[src/rtl/mem_stage_pkg.sv]
// Shared types for the memory stage: opcodes, FSM states
// and opcode-class helpers.
package mem_stage_pkg;

  typedef enum logic [3:0] {
    OP_ADD  = 4'h0,
    OP_SUB  = 4'h1,
    OP_AND  = 4'h2,
    OP_OR   = 4'h3,
    OP_XOR  = 4'h4,
    OP_SHL  = 4'h5,
    OP_SHR  = 4'h6,
    OP_LI   = 4'h7,
    OP_LW   = 4'h8,
    OP_SW   = 4'h9,
    OP_BEQ  = 4'hA,
    OP_JMP  = 4'hB,
    OP_CALL = 4'hC,
    OP_RET  = 4'hD,
    OP_NOP  = 4'hE,
    OP_HALT = 4'hF
  } opcode_e;

  typedef enum logic [1:0] {
    S_IDLE   = 2'd0,
    S_ACCESS = 2'd1,
    S_ERROR  = 2'd2
  } state_e;

  function automatic logic is_mem_op(input logic [3:0] op);
    return op inside {OP_LW, OP_SW, OP_CALL, OP_RET};
  endfunction

  function automatic logic is_read_op(input logic [3:0] op);
    return op inside {OP_LW, OP_RET};
  endfunction

  function automatic logic is_sp_op(input logic [3:0] op);
    return op inside {OP_CALL, OP_RET};
  endfunction

endpackage

[src/rtl/mem_stage_if.sv]
// Data-memory req/ack bus between the memory stage
// and the data memory.
interface mem_stage_if #(
  parameter int W = 16
);
  logic         req;
  logic         we;
  logic [W-1:0] addr;
  logic [W-1:0] wdata;
  logic [W-1:0] rdata;
  logic         ack;

  modport master (
    output req, we, addr, wdata,
    input  rdata, ack
  );

  modport slave (
    input  req, we, addr, wdata,
    output rdata, ack
  );
endinterface

[src/rtl/mem_timeout_ctr.sv]
// Clear/enable counter; tc_o flags the increment that
// would bring the count to MAX.
module mem_timeout_ctr #(
  parameter int MAX = 255
) (
  input  logic clk,
  input  logic rst,
  input  logic clr_i,
  input  logic en_i,
  output logic tc_o
);
  localparam int W = $clog2(MAX + 1);

  logic [W-1:0] cnt_q, cnt_d;

  always_comb begin
    cnt_d = cnt_q;
    if (clr_i)     cnt_d = '0;
    else if (en_i) cnt_d = cnt_q + W'(1);
  end

  always_ff @(posedge clk or posedge rst) begin
    if (rst) cnt_q <= '0;
    else     cnt_q <= cnt_d;
  end

  assign tc_o = en_i && (cnt_q == W'(MAX - 1));

endmodule

[src/rtl/mem_stage.sv]
// Memory-access pipeline stage: issues LW/SW/CALL/RET
// over req/ack, stalls upstream, registers the WB bundle.
module mem_stage
  import mem_stage_pkg::*;
#(
  parameter int DATA_W  = 16,
  parameter int TIMEOUT = 255
) (
  input  logic              clk,
  input  logic              rst,
  input  logic              ex_valid,
  input  logic [15:0]       ex_instr,
  input  logic [DATA_W-1:0] ex_result,
  input  logic [DATA_W-1:0] ex_rt,
  output logic              stall,
  mem_stage_if.master       dm,
  output logic              wb_valid,
  output logic [15:0]       wb_instr,
  output logic [DATA_W-1:0] wb_data,
  output logic [DATA_W-1:0] wb_sp,
  output logic              mem_err
);

  state_e            state_q, state_d;
  logic              done_q, done_d;
  logic              we_q, we_d;
  logic [DATA_W-1:0] addr_q, addr_d;
  logic [DATA_W-1:0] wdata_q, wdata_d;
  logic [DATA_W-1:0] sp_q, sp_d;
  logic [15:0]       instr_q, instr_d;
  logic              wbv_q, wbv_d;
  logic [15:0]       wbi_q, wbi_d;
  logic [DATA_W-1:0] wbd_q, wbd_d;
  logic [DATA_W-1:0] wbs_q, wbs_d;
  logic              err_q, err_d;

  logic [3:0] op;
  logic       idle_take;
  logic       take_mem;
  logic       take_alu;
  logic       to_en;
  logic       to_tc;

  assign op = ex_instr[15:12];

  // done_q: the held op was just retired, so don't re-issue it
  assign idle_take = (state_q == S_IDLE) && ex_valid && !done_q;
  assign take_mem  = idle_take && is_mem_op(op);
  assign take_alu  = idle_take && !is_mem_op(op);

  assign to_en = (state_q == S_ACCESS) && !dm.ack;

  mem_timeout_ctr #(
    .MAX(TIMEOUT)
  ) u_to (
    .clk  (clk),
    .rst  (rst),
    .clr_i(!to_en),
    .en_i (to_en),
    .tc_o (to_tc)
  );

  always_comb begin
    state_d = state_q;
    done_d  = 1'b0;
    we_d    = we_q;
    addr_d  = addr_q;
    wdata_d = wdata_q;
    sp_d    = sp_q;
    instr_d = instr_q;
    wbv_d   = 1'b0;
    wbi_d   = wbi_q;
    wbd_d   = wbd_q;
    wbs_d   = wbs_q;
    err_d   = err_q;
    unique case (state_q)
      S_IDLE: begin
        unique case (1'b1)
          take_alu: begin
            wbv_d = 1'b1;
            wbi_d = ex_instr;
            wbd_d = ex_result;
            wbs_d = '0;
          end
          take_mem: begin
            state_d = S_ACCESS;
            we_d    = !is_read_op(op);
            addr_d  = (op == OP_RET)
                    ? ex_result - DATA_W'(1)
                    : ex_result;
            wdata_d = ex_rt;
            instr_d = ex_instr;
            sp_d    = is_sp_op(op) ? ex_result : '0;
          end
          default: ;
        endcase
      end
      S_ACCESS: begin
        if (dm.ack) begin
          state_d = S_IDLE;
          done_d  = 1'b1;
          wbv_d   = 1'b1;
          wbi_d   = instr_q;
          wbd_d   = we_q ? wdata_q : dm.rdata;
          wbs_d   = sp_q;
        end else if (to_tc) begin
          state_d = S_ERROR;
          err_d   = 1'b1;
        end
      end
      S_ERROR: ;
      default: state_d = S_IDLE;
    endcase
  end

  always_ff @(posedge clk or posedge rst) begin
    if (rst) begin
      state_q <= S_IDLE;
      done_q  <= 1'b0;
      we_q    <= 1'b0;
      addr_q  <= '0;
      wdata_q <= '0;
      sp_q    <= '0;
      instr_q <= '0;
      wbv_q   <= 1'b0;
      wbi_q   <= '0;
      wbd_q   <= '0;
      wbs_q   <= '0;
      err_q   <= 1'b0;
    end else begin
      state_q <= state_d;
      done_q  <= done_d;
      we_q    <= we_d;
      addr_q  <= addr_d;
      wdata_q <= wdata_d;
      sp_q    <= sp_d;
      instr_q <= instr_d;
      wbv_q   <= wbv_d;
      wbi_q   <= wbi_d;
      wbd_q   <= wbd_d;
      wbs_q   <= wbs_d;
      err_q   <= err_d;
    end
  end

  assign stall    = (state_q != S_IDLE) || take_mem;
  assign dm.req   = (state_q == S_ACCESS);
  assign dm.we    = we_q;
  assign dm.addr  = addr_q;
  assign dm.wdata = wdata_q;
  assign wb_valid = wbv_q;
  assign wb_instr = wbi_q;
  assign wb_data  = wbd_q;
  assign wb_sp    = wbs_q;
  assign mem_err  = err_q;

endmodule

[src/flat_wrapper.sv]
// flat-port wrapper written by rule: the top's interface ports become plain ports
module mem_stage_flat import mem_stage_pkg::*;
#(
  parameter int DATA_W  = 16,
  parameter int TIMEOUT = 255
)
  (clk, rst, ex_valid, ex_instr, ex_result, ex_rt, stall, wb_valid, wb_instr, wb_data, wb_sp, mem_err, dm_req, dm_we, dm_addr, dm_wdata, dm_rdata, dm_ack);
  mem_stage_if #(.W(16)) dm_i ();
  input  logic clk;
  input  logic rst;
  input  logic ex_valid;
  input  logic [15:0] ex_instr;
  input  logic [DATA_W-1:0] ex_result;
  input  logic [DATA_W-1:0] ex_rt;
  output logic stall;
  output logic wb_valid;
  output logic [15:0] wb_instr;
  output logic [DATA_W-1:0] wb_data;
  output logic [DATA_W-1:0] wb_sp;
  output logic mem_err;
  output wire logic [$bits(dm_i.req)-1:0] dm_req;
  output wire logic [$bits(dm_i.we)-1:0] dm_we;
  output wire logic [$bits(dm_i.addr)-1:0] dm_addr;
  output wire logic [$bits(dm_i.wdata)-1:0] dm_wdata;
  input wire logic [$bits(dm_i.rdata)-1:0] dm_rdata;
  input wire logic [$bits(dm_i.ack)-1:0] dm_ack;
  assign dm_req = dm_i.req;
  assign dm_we = dm_i.we;
  assign dm_addr = dm_i.addr;
  assign dm_wdata = dm_i.wdata;
  assign dm_i.rdata = dm_rdata;
  assign dm_i.ack = dm_ack;
  mem_stage #(.DATA_W(DATA_W), .TIMEOUT(TIMEOUT)) u_core (.clk(clk), .rst(rst), .ex_valid(ex_valid), .ex_instr(ex_instr), .ex_result(ex_result), .ex_rt(ex_rt), .stall(stall), .dm(dm_i), .wb_valid(wb_valid), .wb_instr(wb_instr), .wb_data(wb_data), .wb_sp(wb_sp), .mem_err(mem_err));
endmodule
[config.mk]
export PLATFORM = sky130hd
export DESIGN_NAME = mem_stage_flat
export DESIGN_NICKNAME = d
export VERILOG_FILES = /design/src/rtl/mem_stage_pkg.sv /design/src/rtl/mem_stage_if.sv /design/src/rtl/mem_timeout_ctr.sv /design/src/rtl/mem_stage.sv /design/src/flat_wrapper.sv
export SDC_FILE = /design/constraint.sdc
export NUM_CORES = 1
export LEC_CHECK = 0
export CAP_MARGIN = 10
export CORE_MARGIN = 3
export CORE_UTILIZATION = 44
export DETAILED_ROUTE_END_ITERATION = 8
export PLACE_DENSITY = 0.76
export SYNTH_ARGS = -nofsm -noshare
export SYNTH_HDL_FRONTEND = slang
export SYNTH_SLANG_ARGS = --single-unit
[constraint.sdc]
create_clock -name clk -period 4.45 [get_ports clk]
set_input_delay 1.335 -clock clk [delete_from_list [all_inputs] [get_ports clk]]
set_output_delay 1.335 -clock clk [all_outputs]
set_load 0.005 [all_outputs]
==> parameters.txt <==
Parameter                              Value

Routing
  Drt drc    0
  Total wire length    16.1 mm
  Average via count per standard cell    5.47
  Number of nets with antenna violations after detailed routing    0
  DRT Pass-1 Iters    5
  Avg WL per Cell    17.2 µm
  Routed via count    5111
  1st-iter DRT viols    332

GRT
  Overflow after GRT    0
  Aggregate global-route resource usage    0.231
  Global-route wire length before repair    26.5 mm
  Vias in the first global route    5212
  Antenna violations before repair    0
  Largest net degree at the start of global routing    54

Yosys
  Ys async rst share    1.00
  Post-synthesis simple-gate area fraction    0.213
  Register bit count reported by yosys    126
  Portion of the post-synthesis area used by sequential elements    0.546
  Syn Std Cell Area    5770 µm²
  Synth unique cells    47
  Synthesized area divided by synthesized cell count    9.61 µm²
  Count of flip-flops with a built-in enable after synthesis    0
  Primary FF master, synth    dfrtp_1
  Multiplexer share of the synthesized area    0.0589
  Mapped Nets    672
  Compound-Gate Fraction of Synth Area    0.115
  Xor and xnor fraction of the mapped netlist area    0.0273
  Yosys warns    0
  Main combinational cell family by area after synthesis    simple AND/OR/NAND/NOR gates
  Synth Instances    601
  Arithmetic-cell share of the synthesized area counting full adders, half adders and majority gates    0.00650

STA
  Setup_tns    0 ps
  Number of pins with negative max-slew slack in the final report    0
  Fin crit share    0.951
  Unrepaired setup endpoints after global routing    no
  Final setup viols    0
  Worst-Margin Slew    888 ps
  Final Hold Viols    0
  Time the final worst path needs with I/O delays and setup    4230 ps
  Fin Clk Skew    9.57 ps
  Hold Slack    470 ps
  Remaining max-slew budget at the tightest pin    0.407
  Fmax achieved    236 MHz

Worst setup path
  Ordered list of cells on the worst path    clkdlybuf4s50_1, nor4b_2, and2_2, or3_1, clkdlybuf4s50_1
  Worst-path fanout max    2
  Crit Path Category    input pin to primary output
  Largest incremental delay on the critical path    450 ps
  Required time reported for the critical path endpoint    3120 ps
  Crit path max-delay family    buffers and inverters
  CP Launch Type    input pin
  Slack of the worst reg-to-reg path    2140 ps
  Cell seen most often among critical-path stages    clkdlybuf4s50_1
  Endpoint arrival time on the critical path    2900 ps
  Number of buffers and inverters on the critical path    2
  Crit path capture type    primary output
  Cell with the largest stage delay on the worst path    clkdlybuf4s50_1

Final layout
  Most common library cell in the layout ignoring fill and taps    nand2_1
  Final layout net count    820
  Area overhead of the layout relative to synthesis    40.6%
  ANT cells    0
  Layout cell share with drive strength beyond 1    0.0997
  Most frequent cells in the layout    192 x nand2_1, 152 x clkdlybuf4s50_1, 126 x dfrtp_1, 47 x o21ai_0, 18 x and4_1

Floorplanning
  Height of the die    121 µm
  Core region area    12700 µm²
  Width of the die    121 µm
  Standard-cell row count    41
  Starting density of the core    0.454
  Count of pins on the block boundary    153
  Area of the die    14500 µm²

Power
  Largest vdd supply drop    252 µV
  Leak pwr    3.73 nW
  Pwr Total    4.38 mW
  P per Cell Area    540 nW/µm²

Clocking
  Clock transition time at the flip-flop clock pins of the worst setup and hold paths    60 ps
  TritonCTS Buffers    17
  Worst-Skew Late Latency    420 ps
  Total of hold buffers inserted after clock tree synthesis    0
  Clock tree from TritonCTS    done
  H-Tree Level Count    4
  Library cell used as clock root buffer    clkbuf_16
  Setup Buffers After CTS    0
  Number of buffers on the longest clock path    2
  Total number of clock tree sinks    126
  Number of resized instances in the post-cts repair step    0

Min path
  Type of the tightest min-delay check    register to register

Flow run
  Number of max-cap violations    0

Place
  Post-detail-place hpwl    11.2 mm
  Count of buffers inserted at the top-level ports    152
  Placer's final routability congestion estimate    0.910

Run status
  Outcome    finished, final reports clean
state kept, by name, indices dropped and copies added, names as in the netlist:
signal / count
u_core.dm.addr: 16
u_core.dm.wdata: 16
u_core.instr_q: 16
u_core.sp_q: 16
u_core.wb_data: 16
u_core.wb_instr: 16
u_core.wb_sp: 16
u_core.u_to.cnt_q: 8
u_core.state_q: 2
u_core.dm.we: 1
u_core.done_q: 1
u_core.mem_err: 1
u_core.wb_valid: 1
power breakdown:
group | internal, mW | total, mW | switching, mW | leakage [nW]
clock | 0.833 | 1.37 | 0.533 | 0.274
sequential | 1.51 | 1.74 | 0.229 | 1.59
combinational | 0.751 | 1.28 | 0.531 | 1.87
total | 3.09 | 4.38 | 1.29 | 3.73
per-layer routing:
metal	part of all wire	up-vias	global-route usage	routed length, µm
li1	-	2357	-	-
met1	0.40	2507	0.283	6450
met2	0.51	210	0.386	8130
met3	0.065	37	0.0669	1050
met4	0.028	0	0.0899	444
met5	0	-	0	0
stage by stage:
stage / setup WS [ps] / cell area (µm²) / std cells / utilization
2_1_floorplan: 891 / 5780 / 601 / -
3_3_place_gp: 227 / 7500 / 901 / 0.589
3_5_place_dp: 221 / 7500 / 901 / 0.589
4_1_cts: 211 / 8090 / 933 / 0.636
5_1_grt: 179 / 8120 / 934 / 0.638
6_report: 216 / 8120 / 934 / 0.638
cell usage after synthesis, drive strengths merged, types with 3 or more instances:
cell    instances  share of area
xnor2           7          0.011
a21o           16          0.021
ha              3         0.0065
mux2           16          0.031
a41oi          16          0.024
nand3           7         0.0061
o21ai          47          0.041
dfrtp         126           0.55
nand2b          3         0.0033
nand2         193           0.13
nand4           4         0.0043
inv             9         0.0059
a31oi           3         0.0033
mux2i          16          0.028
nor4            4         0.0043
xor2           11          0.017
or3             5         0.0065
a21oi          17          0.015
nor2           16          0.010
clkbuf         37          0.026
or4             3         0.0052
and4           18          0.027
logic make-up (layout without fill, tap and decap cells):
group           Yosys count  count (layout)
buf+inv                  48             209
simple gates            268             268
compound gates          106             106
fa+ha+maj                 3               3
flops                   126             126
mux                      32              32
xor+xnor                 18              18
path summary, 6_finish.rpt:
kind | start | endpoint | cells after the start
worst min-delay path | u_core.mem_err | u_core.mem_err | 1
max in group asynchronous | rst | u_core.wb_sp[12] | 3
min in group asynchronous | rst | u_core.dm.wdata[5] | 2
worst max register to register | u_core.state_q[0] | u_core.wb_data[2] | 5
worst max-delay path | ex_instr[15] | stall | 5
worst min register to register | u_core.mem_err | u_core.mem_err | 1
cell type report:
type	instances	area [µm²]
Fill cell	1040	4610
Timing Repair Buffer	168	1670
Clock inverter	14	160
Clock buffer	18	429
Multi-Input combinational cell	427	2450
Sequential cell	126	3150
Inverter	9	37.5
Tap cell	172	215
No activity file was read; power rests on OpenSTA's default activity.
